### src/rtl/tinyalu_pkg.sv
// -----------------------------------------------------------------------------
// tinyalu_pkg
//   Shared TinyALU types: the ALU opcode enum plus the arbiter FSM state,
//   the result returned on aborted/illegal operations, and an opcode helper.
// -----------------------------------------------------------------------------
package tinyalu_pkg;

    typedef enum logic [2:0] {
        no_op  = 3'b000,
        add_op = 3'b001,
        and_op = 3'b010,
        xor_op = 3'b011,
        mul_op = 3'b100,
        rst_op = 3'b111
    } operation_t;

    typedef enum logic [1:0] {
        IDLE,
        ISSUE,
        RESPOND
    } arb_state_t;

    localparam logic [15:0] ARB_ERR_RESULT = 16'h0000;

    // True only for opcodes that actually need the ALU datapath.
    function automatic logic is_alu_op(input logic [2:0] op);
        case (op)
            add_op, and_op, xor_op, mul_op: return 1'b1;
            default:                        return 1'b0;
        endcase
    endfunction

endpackage

### src/rtl/tinyalu_rr_pick.sv
// -----------------------------------------------------------------------------
// tinyalu_rr_pick
//   Combinational round-robin picker: the winner is the first set bit of req
//   at or above rr_ptr, wrapping modulo N_REQ.
//   Ports:
//     req    in  N_REQ  request levels
//     rr_ptr in  IDX_W  highest-priority index
//     win    out IDX_W  winning index (0 when none)
//     any    out 1      at least one request present
// -----------------------------------------------------------------------------
module tinyalu_rr_pick #(
    parameter int N_REQ = 4,
    parameter int IDX_W = $clog2(N_REQ)
) (
    input  logic [N_REQ-1:0] req,
    input  logic [IDX_W-1:0] rr_ptr,
    output logic [IDX_W-1:0] win,
    output logic             any
);

    int off;
    int best;

    // Each requester's distance from rr_ptr (mod N_REQ); smallest distance wins.
    always_comb begin
        win  = '0;
        any  = 1'b0;
        best = N_REQ;
        off  = 0;
        for (int i = 0; i < N_REQ; i++) begin
            off = i - int'(rr_ptr);
            if (off < 0) off = off + N_REQ;
            if (req[i] && (off < best)) begin
                best = off;
                win  = IDX_W'(i);
                any  = 1'b1;
            end
        end
    end

endmodule

### src/rtl/tinyalu_arbiter.sv
// -----------------------------------------------------------------------------
// tinyalu_arbiter
//   Shares one TinyALU among N_REQ requesters. Round-robin grant, start/done
//   sequencing, no_op/rst_op filtering, and a done-timeout watchdog.
//   Ports:
//     clk, reset_n              clock, async active-low reset
//     req/req_a/req_b/req_op    per-requester request level and operands
//     resp_valid                one-hot single-cycle response strobe
//     resp_result, resp_err     response payload
//     alu_start/alu_a/alu_b/alu_op, alu_done/alu_result   TinyALU side
//   All outputs are registered.
// -----------------------------------------------------------------------------
module tinyalu_arbiter
    import tinyalu_pkg::*;
#(
    parameter int N_REQ   = 4,
    parameter int TIMEOUT = 16
) (
    input  logic                  clk,
    input  logic                  reset_n,
    input  logic [N_REQ-1:0]      req,
    input  logic [N_REQ-1:0][7:0] req_a,
    input  logic [N_REQ-1:0][7:0] req_b,
    input  logic [N_REQ-1:0][2:0] req_op,
    output logic [N_REQ-1:0]      resp_valid,
    output logic [15:0]           resp_result,
    output logic                  resp_err,
    output logic                  alu_start,
    output logic [7:0]            alu_a,
    output logic [7:0]            alu_b,
    output operation_t            alu_op,
    input  logic                  alu_done,
    input  logic [15:0]           alu_result
);

    localparam int IDX_W = $clog2(N_REQ);
    localparam int WD_W  = $clog2(TIMEOUT);

    arb_state_t       state;
    logic [IDX_W-1:0] rr_ptr;
    logic [IDX_W-1:0] g_idx;
    logic [WD_W-1:0]  wd_cnt;

    logic [IDX_W-1:0] win;
    logic             any;
    logic [2:0]       sel_op;

    tinyalu_rr_pick #(
        .N_REQ (N_REQ),
        .IDX_W (IDX_W)
    ) u_pick (
        .req    (req),
        .rr_ptr (rr_ptr),
        .win    (win),
        .any    (any)
    );

    assign sel_op = req_op[win];

    // The alu_a/alu_b/alu_op registers double as the latched operands: they
    // are loaded only for real ALU ops, so no_op/rst_op leave the ALU untouched.
    always_ff @(posedge clk or negedge reset_n) begin
        if (!reset_n) begin
            state       <= IDLE;
            rr_ptr      <= '0;
            g_idx       <= '0;
            wd_cnt      <= '0;
            resp_valid  <= '0;
            resp_result <= '0;
            resp_err    <= 1'b0;
            alu_start   <= 1'b0;
            alu_a       <= '0;
            alu_b       <= '0;
            alu_op      <= no_op;
        end else begin
            case (state)
                IDLE: begin
                    if (any) begin
                        g_idx <= win;
                        if (is_alu_op(sel_op)) begin
                            state     <= ISSUE;
                            alu_start <= 1'b1;
                            alu_a     <= req_a[win];
                            alu_b     <= req_b[win];
                            alu_op    <= operation_t'(sel_op);
                            wd_cnt    <= '0;
                        end else begin
                            // Filtered locally: respond straight away.
                            state       <= RESPOND;
                            resp_valid  <= N_REQ'(1) << win;
                            resp_result <= ARB_ERR_RESULT;
                            resp_err    <= (sel_op != no_op);
                        end
                    end
                end
                ISSUE: begin
                    // A done arriving on the last watchdog cycle still wins.
                    if (alu_done) begin
                        state       <= RESPOND;
                        alu_start   <= 1'b0;
                        resp_valid  <= N_REQ'(1) << g_idx;
                        resp_result <= alu_result;
                        resp_err    <= 1'b0;
                    end else if (wd_cnt == WD_W'(TIMEOUT - 1)) begin
                        state       <= RESPOND;
                        alu_start   <= 1'b0;
                        resp_valid  <= N_REQ'(1) << g_idx;
                        resp_result <= ARB_ERR_RESULT;
                        resp_err    <= 1'b1;
                    end else begin
                        wd_cnt <= wd_cnt + WD_W'(1);
                    end
                end
                RESPOND: begin
                    // RESPOND plus the following IDLE cycle keep alu_start low
                    // for at least two cycles between operations.
                    state       <= IDLE;
                    resp_valid  <= '0;
                    resp_result <= '0;
                    resp_err    <= 1'b0;
                    wd_cnt      <= '0;
                    rr_ptr      <= (g_idx == IDX_W'(N_REQ - 1)) ? '0 : g_idx + IDX_W'(1);
                end
                default: state <= IDLE;
            endcase
        end
    end

endmodule

### config.mk
export PLATFORM = sky130hd
export DESIGN_NAME = tinyalu_arbiter
export DESIGN_NICKNAME = d
export VERILOG_FILES = /design/src/rtl/tinyalu_pkg.sv /design/src/rtl/tinyalu_rr_pick.sv /design/src/rtl/tinyalu_arbiter.sv
export SDC_FILE = /design/constraint.sdc
export NUM_CORES = 1
export LEC_CHECK = 0
export ABC_AREA = 1
export ABC_CLOCK_PERIOD_IN_PS = 3200
export BUFFER_PORTS_ARGS = -buffer_cell sky130_fd_sc_hd__buf_4
export CAP_MARGIN = 0
export CORE_MARGIN = 2
export CORE_UTILIZATION = 25
export DETAILED_ROUTE_END_ITERATION = 8
export GPL_TIMING_DRIVEN = 0
export PLACE_DENSITY = 0.49
export SYNTH_ARGS = -nofsm -noshare
export SYNTH_HDL_FRONTEND = slang
export SYNTH_HIERARCHICAL = 1
export SYNTH_SLANG_ARGS = --single-unit
### constraint.sdc
create_clock -name clk -period 3.2 [get_ports clk]
set_input_delay 0.64 -clock clk [delete_from_list [all_inputs] [get_ports clk]]
set_output_delay 0.64 -clock clk [all_outputs]
set_load 0.02 [all_outputs]
==> impl_metrics.tcl, run 1 <==
set metrics [dict create \
    status "finished with violations" \
    violations "setup timing" \
    finalWirelength_mm 10.39 \
    tns_ns -9.555 \
    clk_latency_ns 0.29 \
    synth_cell_type_count 34 \
    drv_cap 0 \
    cts_root_buf "clkbuf_16" \
    grt_pass1_vias 3529 \
    syn_area_per_cell_um2 7.177 \
    hpwl_mm 7.712 \
    post-route-period-util 1.074 \
    fin_nets 720 \
    crit_type "flip-flop to flip-flop" \
    grt_pass1_wl_mm 16.72 \
    startpoint_type "flip-flop" \
    drc_errors 0 \
    antenna_found_initial 0 \
    critical_path.max_stage_delay_ns 0.41 \
    worst_ep_required_time_ns 3.43 \
    relSlewSlack 0.5448 \
    grt_max_degree 52 \
    ys.flop_type "dfrtp_1" \
    p_per_area_nw_per_um2 1289 \
    yosysWarnings 6 \
    gp_congestion 0.8091 \
    die-area_um2 13670 \
    syn_to_final_growth_pct 56.03 \
    period_minus_slack_ns 3.437 \
    dpl_cell_area_um2 4472 \
    grt_usage 0.1544 \
    num_rows 41 \
    synth_fp_nets 550 \
    dieHeight_um 116.9 \
    first_iter_violations 171 \
    final_area_um2 4972 \
    slew_viol_final 0 \
    critPathCaptureType "flip-flop" \
    hold_ws_ns 0.3913 \
    die_w_um 116.9 \
    ys_seq_area_frac 0.4005 \
    wl_per_cell_um 13.21 \
    path_max_fanout 5 \
    coreArea_um2 12520 \
    initial_core_util 0.2546 \
    arrival_ns 3.66 \
    irDropWorstVdd_v 0.0006289 \
    hold_path.class "input port to async pin" \
    synthCells 444 \
    numCtsBuffers 5 \
    cts_tree "yes" \
    cts_buffer_depth 2 \
    clock_skew_ns 0.008040 \
    ant_nets 0 \
    port_buffers 139 \
    synthArstFlopShare 1.000 \
    synth-seq-cells 51 \
    drive_above_1_share 0.3805 \
    p_leak_nw 2.613 \
    via_per_inst 4.445 \
    setup_viol 47 \
    fmax_mhz 291.0 \
    setup_ws_ns -0.2366 \
    finalHoldViolCount 0 \
    overflow 0 \
    cts.sinks 51 \
    final_cell_mix "buf_4 (160), nand2_1 (145), dfrtp_1 (49)" \
    rsz0062_at_grt "yes" \
    crit_top_cell "nand2_4" \
    synth-edff-count 0 \
    crit_path_top_delay_cell "dfrtp_2" \
    path_clk_slew_ns 0.07 \
    first_pass_iters 4 \
    antenna-diode-count 0 \
    tightest_slew_ns 0.6828 \
    pin_count 140 \
    final_common_cell "buf_4" \
    syn_area_um2 3187 \
    vias 3498 \
    h-tree-depth 2 \
]
-- cells in the mapped netlist, types with 2 or more instances --
cell type  instances  share of area
nand2_1          156           0.18
dfrtp_1           51           0.40
nor2_1            43          0.051
o21ai_0           38          0.060
nand3_1           37          0.058
inv_1             18          0.021
nand3b_1          16          0.038
o22ai_1           16          0.031
clkbuf_1          13          0.015
ha_1               7          0.027
buf_2              6         0.0094
inv_2              6         0.0071
nand2_2            5         0.0098
o21ai_1            4         0.0063
nand3_2            3         0.0094
a21oi_1            2         0.0031
buf_4              2         0.0047
buf_6              2         0.0071
nand2_4            2         0.0071
o21ai_2            2         0.0055
or2_2              2         0.0039
-- logic make-up after synthesis --
group,count (synthesis),synth area share
AO/OA/AOI/OAI,63,0.1084
flip-flops,51,0.4005
buffers and inverters,49,0.06713
adder cells (fa/ha/maj),7,0.02748
XOR/XNOR,2,0.005498
AND/OR/NAND/NOR,272,0.3910
-- through the flow --
stage                     std cells  utilization  power, mW  setup slack [ns]
after global placement          755       0.3573      5.034           -0.5054
after CTS                       779       0.3894      6.294           -0.2059
final                           787       0.3972      6.410           -0.2366
after detailed placement        755       0.3573      5.076           -0.5702
after global routing            787       0.3972      7.045           -0.4915
after floorplan                 444            -      3.874          0.002098
-- layer usage --
layer	routed length, µm	GRT usage	up-vias
met5	0	0	-
met4	128	0.03686	0
met3	911	0.04325	10
met2	4740	0.2644	142
met1	4614	0.1934	1561
li1	-	-	1785
-- registers in the layout (all words and copies together), names as in the netlist --
register     flops
resp_err         1
state            2
resp_valid       4
alu_op           3
wd_cnt           4
rr_ptr           2
resp_result     16
alu_start        1
alu_b            8
g_idx            2
alu_a            8
-- worst paths after layout --
| check | end | depth (start not counted) | slack (ns) | start |
|---|---|---|---|---|
| worst max-delay path | alu_b[1] | 30 | -0.24 | rr_ptr[0] |
| worst min-delay path | resp_result[15] | 1 | 0.39 | reset_n |
| worst max register to register | alu_b[1] | 30 | -0.24 | rr_ptr[0] |
| worst min register to register | resp_result[7] | 2 | 0.47 | resp_result[7] |
| max in group asynchronous | rr_ptr[0] | 1 | 2.33 | reset_n |
| min in group clk | resp_result[7] | 2 | 0.47 | resp_result[7] |
-- timing repair --
item	in CTS	in global routing
buffers inserted	14	8
endpoints found under the setup margin	47	49
cloned	2	0
gates resized for setup	32	17
pin swaps	7	10
hold endpoints to repair	0	0
hold buffers	0	0
-- worst max-delay path: cells and delay by family, from the launching register on --
family	cells	cell delay, ns
flops	1	0.41
simple gates	18	1.48
buf+inv	6	0.52
fa+ha+maj	2	0.58
compound gates	4	0.36
-- report_power, final --
group	total (mW)	switching, mW	internal (mW)
logic	4.74	2.79	1.96
clock network	0.563	0.229	0.333
registers	1.10	0.172	0.932
total	6.41	3.19	3.22
-- final cells by class --
type	count	area, µm²
buffer	24	168.9
clock buffer	8	156.4
fill	1336	7545
inverter	25	96.34
multi-input combinational	344	1819
sequential	51	1279
tap	172	215.2
timing repair buffer	163	1237
Note: power is estimated with default switching activity, not from simulation.
==> inputs of run 2 (changes only) <==
--- a/config.mk
+++ b/config.mk
@@ -9,6 +9,7 @@
 export ABC_CLOCK_PERIOD_IN_PS = 3200
 export BUFFER_PORTS_ARGS = -buffer_cell sky130_fd_sc_hd__buf_4
 export CAP_MARGIN = 0
+export CORE_ASPECT_RATIO = 0.9
 export CORE_MARGIN = 2
 export CORE_UTILIZATION = 25
 export DETAILED_ROUTE_END_ITERATION = 8
==> impl_metrics.tcl, run 2 (same netlist as run 1, synthesis figures left out) <==
set metrics [dict create \
    setup_ws_ns -0.2228 \
    die_w_um 123.0 \
    clkPwrFrac 0.071 \
    grt_pass1_wl_mm 17.33 \
    irDropWorstVdd_v 0.0005928 \
    vias 3627 \
    cts.sinks 51 \
    swShare 0.4934 \
    critPathCaptureType "flip-flop" \
    p_int_mw 3.781 \
    dp.cells 747 \
    fmax_mhz 292.2 \
    drv_cap 0 \
    first_pass_iters 5 \
    seqPwrFrac 0.150 \
    ant_nets 0 \
    startpoint_type "flip-flop" \
    setup_viol 47 \
    fin_nets 727 \
    final_common_cell "buf_4" \
    cts_tree "yes" \
    syn_to_final_growth_pct 67.53 \
    grt_pass1_vias 3599 \
    combPwrFrac 0.780 \
    reg2reg_slack_ns -0.22 \
    drc_errors 0 \
    pin_count 140 \
    worst_ep_required_time_ns 3.43 \
    largest_reg_flops 16 \
    relSlewSlack 0.5538 \
    wl_per_cell_um 14.11 \
    initial_core_util 0.2531 \
    status "finished with violations" \
    drive_above_1_share 0.4598 \
    overflow 0 \
    num_rows 39 \
    antenna_found_initial 0 \
    slew_viol_final 0 \
    grt_max_degree 52 \
    crit_path_top_delay_cell "dfrtp_2" \
    cts_root_buf "clkbuf_16" \
    p_leak_nw 2.737 \
    numCtsBuffers 5 \
    hpwl_mm 8.006 \
    coreArea_um2 12590 \
    path_clk_slew_ns 0.07 \
    cts_hold_buf 0 \
    tightest_slew_ns 0.6692 \
    arrival_ns 3.65 \
    final_cell_mix "buf_4 (158), nand2_1 (116), dfrtp_1 (50)" \
    port_buffers 139 \
    finalHoldViolCount 0 \
    power.total_mw 7.464 \
    die-area_um2 13670 \
    crit_type "flip-flop to flip-flop" \
    hold_path.class "input port to async pin" \
    finalWirelength_mm 11.09 \
    dieHeight_um 111.1 \
    critical_path.max_stage_delay_ns 0.46 \
    grt_usage 0.1583 \
    post-route-period-util 1.070 \
    gp_congestion 0.7777 \
    rsz0062_at_grt "yes" \
    path_max_fanout 6 \
    clock_skew_ns 0.007066 \
    p_sw_mw 3.683 \
    cts_buffer_depth 2 \
    h-tree-depth 2 \
    top_register "resp_result" \
    p_per_area_nw_per_um2 1398 \
    r2r-start "rr_ptr[1]" \
    r2r_end "alu_a[2]" \
    first_iter_violations 183 \
    via_per_inst 4.615 \
    reg2reg_depth 28 \
    violations "setup timing" \
    reg_top3 "resp_result (16), alu_a (8), alu_b (8)" \
    antenna-diode-count 0 \
    layout.cells.non_filler 786 \
    clk_latency_ns 0.29 \
    period_minus_slack_ns 3.423 \
    crit_top_cell "nand2_1" \
]
## run 2: cell count changes in the layout (fill, tap and decap cells not counted), moves of 3 or more
cell / before / now
nand2_8: 0 / 6
nand2_1: 145 / 116
nand2_2: 9 / 33
buf_6: 11 / 15
nand3_2: 8 / 17
clkbuf_2: 2 / 6
clkbuf_1: 11 / 7
buf_8: 0 / 3
nand3_1: 31 / 20
## run 2: per-stage QoR
step                      utilization  area [µm²]  setup slack, ns  setup TNS [ns]  hold slack [ns]
final                          0.4241        5339          -0.2228          -9.247           0.3786
after floorplan                     -        3213         0.002098               0           0.3444
after global routing           0.4241        5339          -0.4632          -20.53           0.4437
after detailed placement       0.3544        4462          -0.5725          -24.58           0.4593
after global placement         0.3544        4462          -0.4992          -21.63           0.4603
after CTS                      0.3937        4956          -0.2614          -10.88           0.4137
## run 2: final cells by class
| type | instances | area (µm²) |
|---|---|---|
| well taps | 164 | 205.2 |
| plain buffers | 23 | 183.9 |
| multi-input cells | 344 | 2043 |
| clock buffers | 6 | 128.9 |
| repair buffers | 171 | 1386 |
| flip-flops and latches | 51 | 1277 |
| inverters | 25 | 101.3 |
| fillers | 1312 | 7251 |
| clock inverters | 2 | 12.51 |
## run 2: power by group through the flow
stage / Sequential [mW] / Combinational [mW] / Clock, mW
final: 1.12 / 5.82 / 0.527
after global placement: 1.11 / 3.97 / 0
after detailed placement: 1.11 / 4.02 / 0
after floorplan: 1.34 / 2.54 / 0
after global routing: 1.15 / 6.36 / 0.569
after CTS: 1.10 / 4.97 / 0.538
## run 2: worst max-delay path: cells and delay by family, from the launching register on
family                     cells  cell delay, ns
AOI/OAI and AO/OA              4            0.39
adders and majority gates      2            0.57
buffers and inverters          4            0.38
DFF                            1            0.46
and+or+nand+nor               18            1.56
## run 2: worst max-delay path by stage
stage                     cells past startpoint       from  slack, ns               to
after floorplan                              28     req[0]      0.002   resp_result[0]
after global placement                       28     req[0]      -0.50         alu_b[3]
after detailed placement                     28     req[0]      -0.57  resp_result[13]
after CTS                                    30  rr_ptr[0]      -0.26         alu_b[1]
after global routing                         29  rr_ptr[0]      -0.46         alu_b[3]
final                                        28  rr_ptr[1]      -0.22         alu_a[2]
## run 2: metal layers
metal / vias up / wire (µm) / track usage
li1: 1810 / - / -
met1: 1713 / 4607 / 0.1946
met2: 94 / 5665 / 0.2777
met3: 10 / 735 / 0.04630
met4: 0 / 82 / 0.02273
met5: - / 0 / 0
## run 2: repair_timing
| item | CTS | global route |
|---|---|---|
| pin swaps | 25 | 22 |
| resized for setup | 41 | 82 |
| endpoints found under the setup margin | 48 | 49 |
| cloned | 2 | 3 |
| buffers inserted | 19 | 8 |
==> inputs of run 3 (changes only) <==
--- a/config.mk
+++ b/config.mk
@@ -14,7 +14,6 @@
 export CORE_UTILIZATION = 25
 export DETAILED_ROUTE_END_ITERATION = 8
 export GPL_TIMING_DRIVEN = 0
-export PLACE_DENSITY = 0.49
 export SYNTH_ARGS = -nofsm -noshare
 export SYNTH_HDL_FRONTEND = slang
 export SYNTH_HIERARCHICAL = 1
==> constraint.sdc (replaced) <==
create_clock -name clk -period 3.2 [get_ports clk]
set_input_delay 0.64 -clock clk [delete_from_list [all_inputs] [get_ports clk]]
set_output_delay 0.64 -clock clk [all_outputs]
set_load 0.01 [all_outputs]
==> impl_metrics.tcl, run 3 (same netlist as run 1, synthesis figures left out) <==
set metrics [dict create \
    cts_hold_buf 0 \
    relSlewSlack 0.5530 \
    finalHoldViolCount 0 \
    via_per_inst 4.659 \
    dp.cells 747 \
    crit_top_cell "nand2_1" \
    rsz0062_at_grt "yes" \
    largest_reg_flops 16 \
    r2r-start "rr_ptr[0]" \
    first_pass_iters 4 \
    final_cell_mix "buf_4 (172), nand2_1 (132), dfrtp_1 (50)" \
    p_per_area_nw_per_um2 1335 \
    cts.sinks 51 \
    num_rows 39 \
    path_max_fanout 7 \
    slew_viol_final 0 \
    reg2reg_depth 29 \
    clock_skew_ns 0.01043 \
    post-route-period-util 1.123 \
    fillers 1302 \
    ant_nets 0 \
    grt_max_degree 52 \
    status "finished with violations" \
    h-tree-depth 2 \
    reg_top3 "resp_result (16), alu_a (8), alu_b (8)" \
    hpwl_mm 7.652 \
    multi_input_area_um2 1913 \
    regArea_um2 1277 \
    dieHeight_um 111.1 \
    path_clk_slew_ns 0.08 \
    port_buffers 139 \
    critical_path.max_stage_delay_ns 0.43 \
    numCtsBuffers 5 \
    critPathCaptureType "flip-flop" \
    antenna_found_initial 0 \
    dpl_cell_area_um2 4474 \
    arrival_ns 3.77 \
    coreArea_um2 12590 \
    cts_buffer_depth 2 \
    tightest_slew_ns 0.6705 \
    vias 3690 \
    setup_ws_ns -0.3921 \
    final_common_cell "buf_4" \
    die-area_um2 13670 \
    hold_ws_ns 0.3766 \
    first_iter_violations 152 \
    crit_path_top_delay_cell "dfrtp_1" \
    tns_ns -16.52 \
    fmax_mhz 278.4 \
    worst_ep_required_time_ns 3.37 \
    violations "setup timing" \
    overflow 0 \
    final_area_um2 5239 \
    reg2reg_slack_ns -0.39 \
    top_register "resp_result" \
    cts_tree "yes" \
    r2r_end "resp_result[7]" \
    hold_path.class "input port to async pin" \
    die_w_um 123.0 \
    clk_latency_ns 0.29 \
    irDropWorstVdd_v 0.0004474 \
    grt_pass1_wl_mm 17.67 \
    grt_pass1_vias 3801 \
    wl_per_cell_um 13.88 \
    crit_type "flip-flop to flip-flop" \
    syn_to_final_growth_pct 64.39 \
    p_leak_nw 2.727 \
    period_minus_slack_ns 3.592 \
    fin_util 0.4161 \
    cts_root_buf "clkbuf_16" \
    pin_count 140 \
    grt_usage 0.1582 \
    gp_congestion 0.7780 \
    setup_viol 47 \
    fin_nets 733 \
    startpoint_type "flip-flop" \
    drc_errors 0 \
    layout.cells.non_filler 792 \
    drv_cap 0 \
    antenna-diode-count 0 \
    drive_above_1_share 0.4268 \
    crit_start "rr_ptr[0]" \
    initial_core_util 0.2531 \
    finalWirelength_mm 10.99 \
]
[run 3: changes by cell type in the layout (fill, tap and decap cells not counted), moves of 2 or more]
cell / before / now
nand3_2: 17 / 14
bufinv_16: 0 / 2
o21ai_2: 4 / 1
o21ai_1: 2 / 6
nand3_1: 20 / 24
nand2_8: 6 / 3
nand2_2: 33 / 22
clkbuf_2: 6 / 4
nand2_1: 116 / 132
buf_6: 15 / 11
buf_1: 0 / 2
buf_12: 3 / 1
buf_4: 158 / 172
nand2_4: 8 / 6
[run 3: worst max-delay path by stage]
stage,to,cells past startpoint
finish,resp_result[7],29
global route,resp_result[7],29
CTS,alu_a[0],30
detailed placement,alu_a[0],28
global placement,alu_b[0],28
floorplan,alu_a[0],28
[run 3: metal layers]
layer  up-vias  wire [µm]  global-route usage
met5         -          0                   0
met4         0        158             0.03485
met3        15        428             0.02675
met2        69       5790              0.2832
met1      1788       4615              0.1964
li1       1818          -                   -
[run 3: layout make-up]
type | count | area share
inverter | 25 | 0.01887
clock inverter | 3 | 0.01361
multi-input combinational | 344 | 0.3652
tap | 164 | 0.03917
clock buffer | 5 | 0.02388
buffer | 24 | 0.03535
sequential | 51 | 0.2439
timing repair buffer | 176 | 0.2601
[run 3: report_power, final]
group	switching [mW]	internal [mW]
Clock	0.251	0.454
Sequential	0.182	0.930
Combinational	2.89	2.28
Total	3.33	3.67
[run 3: worst max-delay path, delay by kind of cell (launching register included)]
family | cells | cell delay (ns)
DFF | 1 | 0.43
adders and majority gates | 2 | 0.58
buffers and inverters | 6 | 0.56
and+or+nand+nor | 17 | 1.51
AOI/OAI and AO/OA | 4 | 0.40
[run 3: repair_timing]
item	CTS	global route
pin swaps	23	22
buffers inserted	26	9
gates resized for setup	31	49
setup endpoints to repair	49	49
cloned	1	1
endpoints found under the hold margin	0	0
[run 3: metrics by stage]
stage | power, mW | worst slack, ns
floorplan | 3.757 | -0.004489
global placement | 4.835 | -0.5059
detailed placement | 4.922 | -0.6252
CTS | 6.398 | -0.3107
global route | 7.587 | -0.5372
finish | 6.992 | -0.3921
